File: src/rtl/ks_data_path_p.sv
// K&S processor datapath: instruction register, program counter, register file,
// ALU, flags register and RAM address mux, driven by the external control unit.
package ks_data_path_p_pkg;
  typedef enum logic [4:0] {
    I_NOP, I_LOAD, I_STORE, I_MOVE, I_ADD, I_SUB, I_AND, I_OR, I_XOR,
    I_BRANCH, I_BZERO, I_BNEG, I_BOV, I_BNOV, I_BNNEG, I_BNZERO, I_HALT
  } instr_t;
endpackage

module ks_data_path_p
  import ks_data_path_p_pkg::*;
#(
  parameter int unsigned DATA_W   = 16,
  parameter int unsigned ADDR_W   = 5,
  parameter int unsigned NUM_REGS = 4
) (
  input  logic              clk,
  input  logic              rst,
  input  logic              branch,
  input  logic              pc_enable,
  input  logic              ir_enable,
  input  logic              addr_sel,
  input  logic              c_sel,
  input  logic [2:0]        operation,
  input  logic              write_reg_enable,
  input  logic              flags_reg_enable,
  output instr_t            decoded_instruction,
  output logic              illegal_instr,
  output logic              zero_op,
  output logic              neg_op,
  output logic              unsigned_overflow,
  output logic              signed_overflow,
  output logic [ADDR_W-1:0] ram_addr,
  output logic [DATA_W-1:0] data_out,
  input  logic [DATA_W-1:0] data_in
);

  localparam int unsigned RW = $clog2(NUM_REGS);

  logic [DATA_W-1:0] ir;
  logic [ADDR_W-1:0] pc;
  logic [DATA_W-1:0] regs [NUM_REGS];

  logic [7:0]        opcode;
  logic [ADDR_W-1:0] mem_field;
  logic [ADDR_W-1:0] mem_addr;
  logic [RW-1:0]     f0, f1, f2, fl;
  logic [RW-1:0]     a_addr, b_addr, c_addr;

  logic [DATA_W-1:0] bus_a, bus_b, bus_c;
  logic [DATA_W-1:0] alu_out;
  logic [DATA_W-1:0] b_in;
  logic [DATA_W:0]   sum;
  logic              alu_uo, alu_so;
  logic              unused_ir_bits;

  assign opcode    = ir[DATA_W-1 -: 8];
  assign mem_field = ir[ADDR_W-1:0];
  assign f0        = ir[RW-1:0];
  assign f1        = ir[2*RW-1:RW];
  assign f2        = ir[3*RW-1:2*RW];
  assign fl        = ir[ADDR_W+RW-1:ADDR_W];
  assign unused_ir_bits = ^ir;

  // Instruction decode; unused register addresses and mem_addr stay at zero
  always_comb begin
    decoded_instruction = I_NOP;
    illegal_instr       = 1'b0;
    a_addr              = '0;
    b_addr              = '0;
    c_addr              = '0;
    mem_addr            = '0;
    case (opcode)
      8'h00: decoded_instruction = I_NOP;
      8'h81: begin decoded_instruction = I_LOAD;  c_addr = fl; mem_addr = mem_field; end
      8'h82: begin decoded_instruction = I_STORE; a_addr = fl; mem_addr = mem_field; end
      8'h91: begin decoded_instruction = I_MOVE;  a_addr = f0; b_addr = f0; c_addr = f1; end
      8'hA1: begin decoded_instruction = I_ADD; a_addr = f0; b_addr = f1; c_addr = f2; end
      8'hA2: begin decoded_instruction = I_SUB; a_addr = f0; b_addr = f1; c_addr = f2; end
      8'hA3: begin decoded_instruction = I_AND; a_addr = f0; b_addr = f1; c_addr = f2; end
      8'hA4: begin decoded_instruction = I_OR;  a_addr = f0; b_addr = f1; c_addr = f2; end
      8'hA5: begin decoded_instruction = I_XOR; a_addr = f0; b_addr = f1; c_addr = f2; end
      8'h01: begin decoded_instruction = I_BRANCH; mem_addr = mem_field; end
      8'h02: begin decoded_instruction = I_BZERO;  mem_addr = mem_field; end
      8'h03: begin decoded_instruction = I_BNEG;   mem_addr = mem_field; end
      8'h05: begin decoded_instruction = I_BOV;    mem_addr = mem_field; end
      8'h06: begin decoded_instruction = I_BNOV;   mem_addr = mem_field; end
      8'h0A: begin decoded_instruction = I_BNNEG;  mem_addr = mem_field; end
      8'h0B: begin decoded_instruction = I_BNZERO; mem_addr = mem_field; end
      8'hFF: decoded_instruction = I_HALT;
      default: illegal_instr = 1'b1;
    endcase
  end

  always_ff @(posedge clk or posedge rst) begin
    if (rst)            ir <= '0;
    else if (ir_enable) ir <= data_in;
  end

  always_ff @(posedge clk or posedge rst) begin
    if (rst)            pc <= '0;
    else if (pc_enable) pc <= branch ? mem_addr : pc + ADDR_W'(1);
  end

  assign ram_addr = addr_sel ? mem_addr : pc;

  assign bus_a    = regs[a_addr];
  assign bus_b    = regs[b_addr];
  assign data_out = bus_a;
  assign bus_c    = c_sel ? alu_out : data_in;

  always_ff @(posedge clk or posedge rst) begin
    if (rst) begin
      for (int i = 0; i < int'(NUM_REGS); i++) regs[i] <= '0;
    end else if (write_reg_enable) begin
      regs[c_addr] <= bus_c;
    end
  end

  // ALU; SUB reuses the adder as A + ~B + 1, so a missing carry-out is a borrow
  always_comb begin
    alu_out = bus_a;
    alu_uo  = 1'b0;
    alu_so  = 1'b0;
    b_in    = bus_b;
    sum     = '0;
    case (operation)
      3'b000: alu_out = bus_a | bus_b;
      3'b001, 3'b010: begin
        if (operation == 3'b010) begin
          b_in = ~bus_b;
          sum  = {1'b0, bus_a} + {1'b0, b_in} + (DATA_W+1)'(1);
        end else begin
          sum  = {1'b0, bus_a} + {1'b0, b_in};
        end
        alu_out = sum[DATA_W-1:0];
        alu_uo  = (operation == 3'b010) ? ~sum[DATA_W] : sum[DATA_W];
        // carry into the MSB recovered from the MSB sum bit and its operands
        alu_so  = (sum[DATA_W-1] ^ bus_a[DATA_W-1] ^ b_in[DATA_W-1]) ^ sum[DATA_W];
      end
      3'b011:  alu_out = bus_a & bus_b;
      3'b100:  alu_out = bus_a ^ bus_b;
      default: alu_out = bus_a;
    endcase
  end

  always_ff @(posedge clk or posedge rst) begin
    if (rst) begin
      zero_op           <= 1'b0;
      neg_op            <= 1'b0;
      unsigned_overflow <= 1'b0;
      signed_overflow   <= 1'b0;
    end else if (flags_reg_enable) begin
      zero_op           <= (alu_out == '0);
      neg_op            <= alu_out[DATA_W-1];
      unsigned_overflow <= alu_uo;
      signed_overflow   <= alu_so;
    end
  end

endmodule

File: config.mk
export PLATFORM = sky130hd
export DESIGN_NAME = ks_data_path_p
export DESIGN_NICKNAME = d
export VERILOG_FILES = /design/src/rtl/ks_data_path_p.sv
export SDC_FILE = /design/constraint.sdc
export NUM_CORES = 1
export LEC_CHECK = 0
export ABC_AREA = 0
export CAP_MARGIN = 20
export CORE_UTILIZATION = 55
export CTS_BUF_LIST = sky130_fd_sc_hd__clkbuf_16
export DETAILED_ROUTE_END_ITERATION = 7
export PLACE_DENSITY = 0.72
export SLEW_MARGIN = 20
export SYNTH_ARGS = -nofsm -noshare
export SYNTH_HDL_FRONTEND = slang
export SYNTH_SLANG_ARGS = --single-unit
File: constraint.sdc
create_clock -name clk -period 14.69 [get_ports clk]
set_clock_uncertainty 0.1 [all_clocks]
set_input_delay 2.938 -clock clk [delete_from_list [all_inputs] [get_ports clk]]
set_output_delay 2.938 -clock clk [all_outputs]
set_load 0.005 [all_outputs]
# Yosys cells after proc, flatten, opt, wreduce, memory -nomap -nowiden
# Cells that the tools add are included.
# W data, S select, Z words.
classes:
  n_addsub: 4
  n_lt_le_gt_ge: 4
  n_eq_ne: 20
  muxes: 26
  n_bitwise: 11
  n_reduce_logical: 9
ops:
  columns: ["cell", "n"]
  rows:
  - ["$mux W16", 8]
  - ["$pmux W5 S16", 1]
  - ["$eq A8 B8 Y1 const B", 9]
  - ["$bmux W16 S2", 2]
  - ["$bwmux W64", 1]
  - ["$pmux W16 S4", 1]
  - ["$add A16 B16 Y17", 2]
  - ["$mux W17", 2]
  - ["$demux W16 S2", 1]
  - ["$add A17 B1 Y17 const B", 1]
  - ["$reduce_or A17 Y1", 1]
  - ["$and A16 B16 Y16", 1]
  - ["$eq A8 B2 Y1 const B", 2]
  - ["$eq A8 B3 Y1 const B", 2]
  - ["$eq A8 B4 Y1 const B", 2]
  - ["$logic_not A16 Y1", 1]
  - ["$not A16 Y16", 1]
  - ["$or A16 B16 Y16", 1]
  - ["$xor A16 B16 Y16", 1]
  - ["$mux W5", 3]
  - ["$ge A3 B3 Y1 const B", 3]
  - ["$not A2 Y3", 3]
  - ["$reduce_or A9 Y1", 1]
  - ["$eq A8 B1 Y1 const B", 1]
  - ["16 further kinds", 23]
word_totals:
  ff_bits: 89
  word_cells: 84

# Logic depth before layout (Yosys ltp)
# Gate-level depths: netlist of the first run.
depth:
  depth_word: 16
  mapped_depth: 24
  depth_no_buf: 20

# Worst setup path after synthesis of the first run
# No wires, ideal clock.
synth_timing:
  kind: "input port to output port"
  startpoint: "input addr_sel"
  endpoint: "output ram_addr[0]"
  arrival_ns: 3.510
  slack_ns: 8.142
  cell_stages: 2
  n_path_buf: 1
  cell_sequence: "clkbuf_1 > mux2_2"
synth_via:
  elab_chain_len: 1
synth_rtl:
  columns: ["item", "line", "text"]
  rows:
  - ["start, declared", "22", "input logic addr_sel,"]
  - ["$mux W5", "105", "assign ram_addr = addr_sel ? mem_addr : pc;"]
  - ["end, declared", "33", "output logic [ADDR_W-1:0] ram_addr,"]
# Every way passes these cells.

# Worst setup path after layout of the first run
# Ends and elaborated chain as after synthesis.

==> summary.md, run 1 <==
| Metric | Value |
|---|---|
| Status | `completed` |
| Max-cap violations | `0` |
| Commonest non-fill, non-tap cell in the layout | `nand2_1` |
| GP Congestion | `0.9312` |
| Critical Path Start Type | `input pin` |
| Max-slew violations | `0` |
| Worst hold path type | `reg -> reg` |
| Sequential Power Share | `approximately 26%` |
| Synth Flop Type | `dfrtp_1` |
| Vias in the first global route | `between 7,000 and 8,000` |
| Final setup violation count | `0` |
| Drt first pass iters | `5` |
| Crit-path cells | `clkdlybuf4s50_1 -> mux2_2 -> clkdlybuf4s50_1` |
| Max Fanout on Critical Path | `8` |
| # port buffers | `58` |
| Initial antenna violation count | `0` |
| DRT Wirelength | `around 23,000 um` |
| Overflow left after global routing | `0` |
| CP dominant cell by count | `clkdlybuf4s50_1` |
| Nets | `about 1,100` |
| Max VDD drop | `0.00008114 V` |
| Max Fclk | `135.2 MHz` |
| Critical path's slowest cell | `clkdlybuf4s50_1` |
| CTS tree | `done` |
| Via/cell ratio | `approximately 6.3` |
| Worst EP required | `between 10 and 15 ns` |
| Total die area | `~15,000 um2` |
| Iter 0 DRT Violations | `roughly 730` |
| Chip width | `about 120 um` |
| RSZ-0062 raised after global routing | `no` |
| Design Power | `0.001343 W` |
| Mapped Cells | `approximately 1,000` |
| Power per cell area | `148.8 nW/um2` |
| CP endpoint kind | `output port` |
| Slew headroom | `about a third` |
| CTS max path bufs | `2` |
| EDFF count, synth | `0` |
| Tcrit/Tclk final | `around half` |
| Overall Global Routing Usage | `between 30% and 40%` |
| Diodes inserted | `0` |
| Syn-to-layout area delta | `11.70%` |
| First-pass GRT wire length | `36,790 um` |
| Largest net degree at the start of global routing | `63` |
| Clk root buf | `clkbuf_16` |
| Net switching power | `~0.00061 W` |
| DP Area | `~8800 um2` |
| Static Leak | `3.966 nW` |
| CP Class | `in -> out` |
| Asr flop ratio synth | `100.0%` |
| Final ANT Viol Nets | `0` |
| Post-CTS sizing | `0` |
| Die H | `~120 um` |
| # DRC | `0` |
| Initial Utilization | `a little under three fifths` |
| Clk pwr share | `~15%` |
| CTS sink cnt | `88` |
| Post-synth cell types | `just over 70` |
| Worst Path Arrival | `4.36 ns` |
| Int Pwr | `~0.00074 W` |
| Cts bufs inserted | `9` |
| Crit-path leading delay family | `buffers and inverters` |
| Core Box Area | `roughly 14,000 um2` |
| Commonest non-fill, non-tap cells in the layout | `137 x nand2_1, 88 x dfrtp_1, 74 x a21oi_1` |
| Sw Share | `between 40% and 50%` |
| # hold bufs at CTS | `0` |
| Post-synthesis sequential area ratio | `between 20% and 30%` |
| Setup TNS | `0 ns` |
| Logic gate share of total power | `roughly three fifths` |
| Clk Latency, worst-skew pair | `0.34 ns` |
| Fin crit period | `around 7.4 ns` |
| Postcts setup bufs | `0` |
| Seq cells post-synth | `88` |
| Worst slew pin tran | `0.9920 ns` |
| Mean routed wirelength per cell | `approximately 19 um` |
| Fill count | `~1,200` |
| WP buf/inv | `2` |
| Detailed-route via count | `7,611` |
| Yosys warns | `0` |
| CTS clk-pin slew, worst paths | `0.06 ns` |
| Dpl hpwl | `between 15,000 and 20,000 um` |
| Syn Nets | `~1,100` |
| Mean Syn Cell Area | `roughly 8 um2` |
| Site row count | `43` |
| # IOs | `roughly 60` |
| CP peak stage delay | `approximately 0.6 ns` |
| Mapped Area | `roughly 8100 um2` |
| Design Area, Final | `9029 um2` |
| Layout cells sized above 1 | `around a tenth` |
| Final hold violation count | `0` |
| H-tree levels | `3` |
## layer usage
layer  up-vias  routed length, um  GRT usage, %
li1       3664                  -             -
met1      3618              10620         43.45
met2       289              10730         52.13
met3        40               1249         2.537
met4         0                584         11.90
met5         -                  0             0
## sequential cells by signal (all words and copies together), names as in the netlist
register           count
neg_op                 1
unsigned_overflow      1
regs                  64
ir                    15
zero_op                1
pc                     5
signed_overflow        1
## synthesized netlist by cell type (all sizes together), types with 3 or more instances
cell     number  area, um2
a22o          7      61.31
o221a         3      33.78
a221o         3      30.03
clkbuf       47      176.4
o211ai        6      45.04
nand2b        4      25.02
and3         15      93.84
a21oi        75      375.4
a31o          5      43.79
o31ai        11      82.58
nor3         15      75.07
o221ai       12      105.1
a21boi        6      45.04
and2         18      112.6
o22ai         3      18.77
or3           4      30.03
nor4          3      18.77
a32o          3      30.03
a221oi        8      70.07
nor4b         3      26.28
and4          4      35.03
o311ai        3      26.28
mux2         58      653.1
nand4         7      43.79
xnor2         9      78.83
a31oi         9      56.30
inv          64      240.2
nor2b         8      50.05
nor2         68      255.2
buf          12      61.30
nor3b         4      30.03
a2111oi       6      52.55
a21o         15      112.6
a211oi        4      30.03
o21ai        74      370.4
dfrtp        88       2202
nand2       137      514.2
o21bai        6      45.04
nand3        33      165.2
mux2i        56      560.5
ha           52      650.6
## metrics by stage
step	setup WS, ns	hold WS [ns]	std cells	utilization [%]
final	7.294	0.4047	1211	64.05
after global routing	7.234	0.4366	1211	64.05
after CTS	7.293	0.4021	1210	63.94
after detailed placement	7.301	0.3887	1195	62.13
after global placement	7.325	0.3839	1195	62.13
after floorplan	8.142	0.3643	1003	-
## power by group through the flow
stage | Sequential (W) | Clock [W] | Combinational (W)
finish | 0.000345 | 0.000200 | 0.000798
global placement | 0.000346 | 0 | 0.000773
CTS | 0.000344 | 0.000203 | 0.000782
floorplan | 0.000332 | 0 | 0.000574
detailed placement | 0.000348 | 0 | 0.000777
global route | 0.000354 | 0.000211 | 0.000880
## area by class of cell
type / instances / area [um2] / share of cell area (%)
multi-input cells: 792 / 5416 / 59.99
flip-flops and latches: 88 / 2202 / 24.39
clock inverters: 6 / 28.78 / 0.3187
clock buffers: 9 / 225.2 / 2.494
well taps: 180 / 225.2 / 2.494
repair buffers: 72 / 689.4 / 7.636
inverters: 64 / 241.5 / 2.675
## path summary, 6_finish.rpt
check / slack (ns) / startpoint / depth (start not counted) / to
setup / recovery: 7.29 / addr_sel / 3 / ram_addr[0]
hold / removal: 0.40 / regs[6]$_DFFE_PP0P_ / 2 / regs[6]$_DFFE_PP0P_
setup reg to reg: 8.07 / ir[9]$_DFFE_PP0P_ / 16 / regs[63]$_DFFE_PP0P_
hold reg to reg: 0.40 / regs[6]$_DFFE_PP0P_ / 2 / regs[6]$_DFFE_PP0P_
max in group asynchronous: 10.54 / rst / 3 / regs[30]$_DFFE_PP0P_
min in group asynchronous: 2.82 / rst / 2 / regs[53]$_DFFE_PP0P_
## worst min-delay path, stage by stage, from the launching register on
cell,delay [ns]
dfrtp_1,0.36
nand2_1,0.05
o21ai_0,0.06
## logic make-up (layout without fill, tap and decap cells)
family | count (synthesis) | count (layout) | synth area share, %
DFF | 88 | 88 | 27.24
muxes | 114 | 114 | 15.02
xor gates and xnor gates | 11 | 11 | 1.192
and+or+nand+nor | 333 | 333 | 19.44
adders and majority gates | 54 | 54 | 8.545
buffers and inverters | 123 | 151 | 5.913
AOI/OAI and AO/OA | 280 | 280 | 22.65
No activity file was read; power rests on OpenSTA's default activity.
==> run 2: changes to the inputs <==
- clock period: 14.69 -> 7 ns (I/O delays scaled with it)
==> run 2 against run 1 <==
  * Combinational power grew 110%
  * Final area grew 0.93%
  * Critical path depth grew 16
  * Sequential power grew 110%
  * Worst setup slack lost 6.5 ns
  * Sequential share of layout area shrank 0.22 points
  * Register-to-register slack lost 7.3 ns
  * Critical endpoint is now regs[63]$_DFFE_PP0P_
  * Hold slack gained 0.0077 ns
  * Routed wire length grew 2.2%
==> summary.md, run 2 (same netlist as run 1, synthesis figures left out) <==
| Metric | Value |
|---|---|
| Status | `completed` |
| RSZ-0062 raised after global routing | `no` |
| Max-cap violations | `0` |
| Critical path's slowest cell | `a2111oi_0` |
| Detailed-route via count | `7,767` |
| CTS clk-pin slew, worst paths | `0.06 ns` |
| Nets | `about 1,100` |
| Max VDD drop | `a little over 0.0002 V` |
| Static Leak | `between 4 and 5 nW` |
| CTS max path bufs | `2` |
| Max Fclk | `~160 MHz` |
| Crit-path cells | `nor4b_1 -> and3_1 -> a211o_1 -> buf_4 -> nor2_1 -> a31oi_1 -> inv_1 -> ha_1 -> inv_1 -> a21oi_1 -> a21boi_0 -> a2111oi_0 -> o41ai_1 -> a31o_2 -> mux2_2 -> nor3_1 -> a221o_1 -> o21ai_1 -> mux2_2` |
| First-pass GRT wire length | `38,270 um` |
| Number of flip-flops in the largest register | `64` |
| Drt first pass iters | `5` |
| Via/cell ratio | `about 6.4` |
| Chip width | `about 120 um` |
| Mean routed wirelength per cell | `a little under 20 um` |
| Core Box Area | `roughly 14,000 um2` |
| Postcts setup bufs | `0` |
| Post-CTS sizing | `0` |
| Final setup violation count | `0` |
| Cells after DPL | `roughly 1,200` |
| DP Area | `between 8000 and 9000 um2` |
| Non-filler cells in the finished layout | `1,216` |
| Syn-to-layout area delta | `12.74%` |
| Vias in the first global route | `slightly above 7,000` |
| Design Area, Final | `9112 um2` |
| Worst slew pin tran | `~1.1 ns` |
| # port buffers | `between 50 and 60` |
| Layout cells sized above 1 | `10.52%` |
| GP Congestion | `around 0.96` |
| CP Class | `reg -> reg` |
| Max Fanout on Critical Path | `18` |
| CTS tree | `done` |
| Dpl hpwl | `roughly 18,000 um` |
| Crit-path leading delay family | `compound AO/OA/AOI/OAI gates` |
| # DRC | `0` |
| WP buf/inv | `3` |
| Slew headroom | `between 20 and 30%` |
| Die H | `123.2 um` |
| Final ANT Viol Nets | `0` |
| Clk Latency, worst-skew pair | `about 0.34 ns` |
| Setup TNS | `0 ns` |
| Overflow left after global routing | `0` |
| Top Registers | `regs (64), ir (15), pc (5)` |
| Iter 0 DRT Violations | `about 1,000` |
| Largest net degree at the start of global routing | `72` |
| H-tree levels | `3` |
| Worst hold path type | `reg -> reg` |
| Tcrit/Tclk final | `between 80% and 90%` |
| Fin crit period | `approximately 6.2 ns` |
| Clk root buf | `clkbuf_16` |
| # IOs | `between 50 and 60` |
| Critical Path Start Type | `flip-flop` |
| Diodes inserted | `0` |
| Power per cell area | `between 300 and 400 nW/um2` |
| Total die area | `15,180 um2` |
| Commonest non-fill, non-tap cells in the layout | `137 x nand2_1, 88 x dfrtp_1, 74 x a21oi_1` |
| CP peak stage delay | `roughly 0.6 ns` |
| DRT Wirelength | `between 20,000 and 25,000 um` |
| Site row count | `43` |
| Initial antenna violation count | `0` |
| Worst EP required | `between 7 and 8 ns` |
| Final hold violation count | `0` |
| Largest Register | `regs` |
| CP endpoint kind | `flip-flop` |
| Overall Global Routing Usage | `32.95%` |
| Worst Path Arrival | `between 6 and 7 ns` |
| CTS sink cnt | `88` |
| Cts bufs inserted | `9` |
| Commonest non-fill, non-tap cell in the layout | `nand2_1` |
| Max-slew violations | `0` |
| Initial Utilization | `57.34%` |
| # hold bufs at CTS | `0` |
-- run 2: changes by cell type in the layout (fill, tap and decap cells not counted), sizes merged --
cell      delta
clkinv       +1
clkinvlp     -1
inv          -1
buf          +4
bufinv       +2
-- run 2: report_power, final --
group	switching (W)	total [W]	internal, W
Sequential	0.000103	0.000728	0.000625
Clock	0.000195	0.000505	0.000309
Combinational	0.000986	0.00168	0.000695
Total	0.00128	0.00291	0.00163
-- run 2: final cells by class --
type | instances | area, um2
Fill cell | 1218 | 4984
Timing Repair Buffer | 76 | 715.7
Sequential cell | 88 | 2202
Inverter | 64 | 241.5
Tap cell | 180 | 225.2
Multi-Input combinational cell | 792 | 5416
Clock buffer | 9 | 225.2
Clock inverter | 7 | 86.33
-- run 2: tightest hold or removal path: cells and delay by family (launching register included) --
kind,cells,cell delay (ns)
flip-flops,1,0.37
AO/OA/AOI/OAI,1,0.06
AND/OR/NAND/NOR,1,0.05
-- run 2: through the flow --
stage,hold slack [ns],total power (W),setup slack (ns),utilization [%]
after global routing,0.4461,0.003135,0.2364,64.65
after detailed placement,0.3968,0.002360,0.9132,62.40
final,0.4124,0.002914,0.7587,64.65
after CTS,0.4129,0.002874,0.8572,64.61
after global placement,0.3876,0.002369,1.083,62.40
after floorplan,0.3643,0.001901,1.417,-
-- run 2: routing by layer --
metal / vias up / wire length (um) / GRT usage [%]
li1: 3682 / - / -
met1: 3704 / 10830 / 47.11
met2: 328 / 10510 / 51.50
met3: 53 / 1678 / 3.875
met4: 0 / 668 / 11.22
met5: - / 0 / 0
-- run 2: final timing paths --
kind                                            from              endpoint  slack (ns)  depth (start not counted)
worst max-delay path               ir[9]$_DFFE_PP0P_  regs[63]$_DFFE_PP0P_        0.76                         19
worst min-delay path            regs[37]$_DFFE_PP0P_  regs[37]$_DFFE_PP0P_        0.41                          2
worst max register to register     ir[9]$_DFFE_PP0P_  regs[63]$_DFFE_PP0P_        0.76                         19
worst min register to register  regs[37]$_DFFE_PP0P_  regs[37]$_DFFE_PP0P_        0.41                          2
max in group asynchronous                        rst  regs[25]$_DFFE_PP0P_        4.39                          3
min in group asynchronous                        rst  regs[22]$_DFFE_PP0P_        1.22                          2
==> run 3: changes to the inputs <==
- CAP_MARGIN: 20 -> default
==> results of run 3 <==
Same layout as run 2: the final DEF is identical, and so are final timing and power.
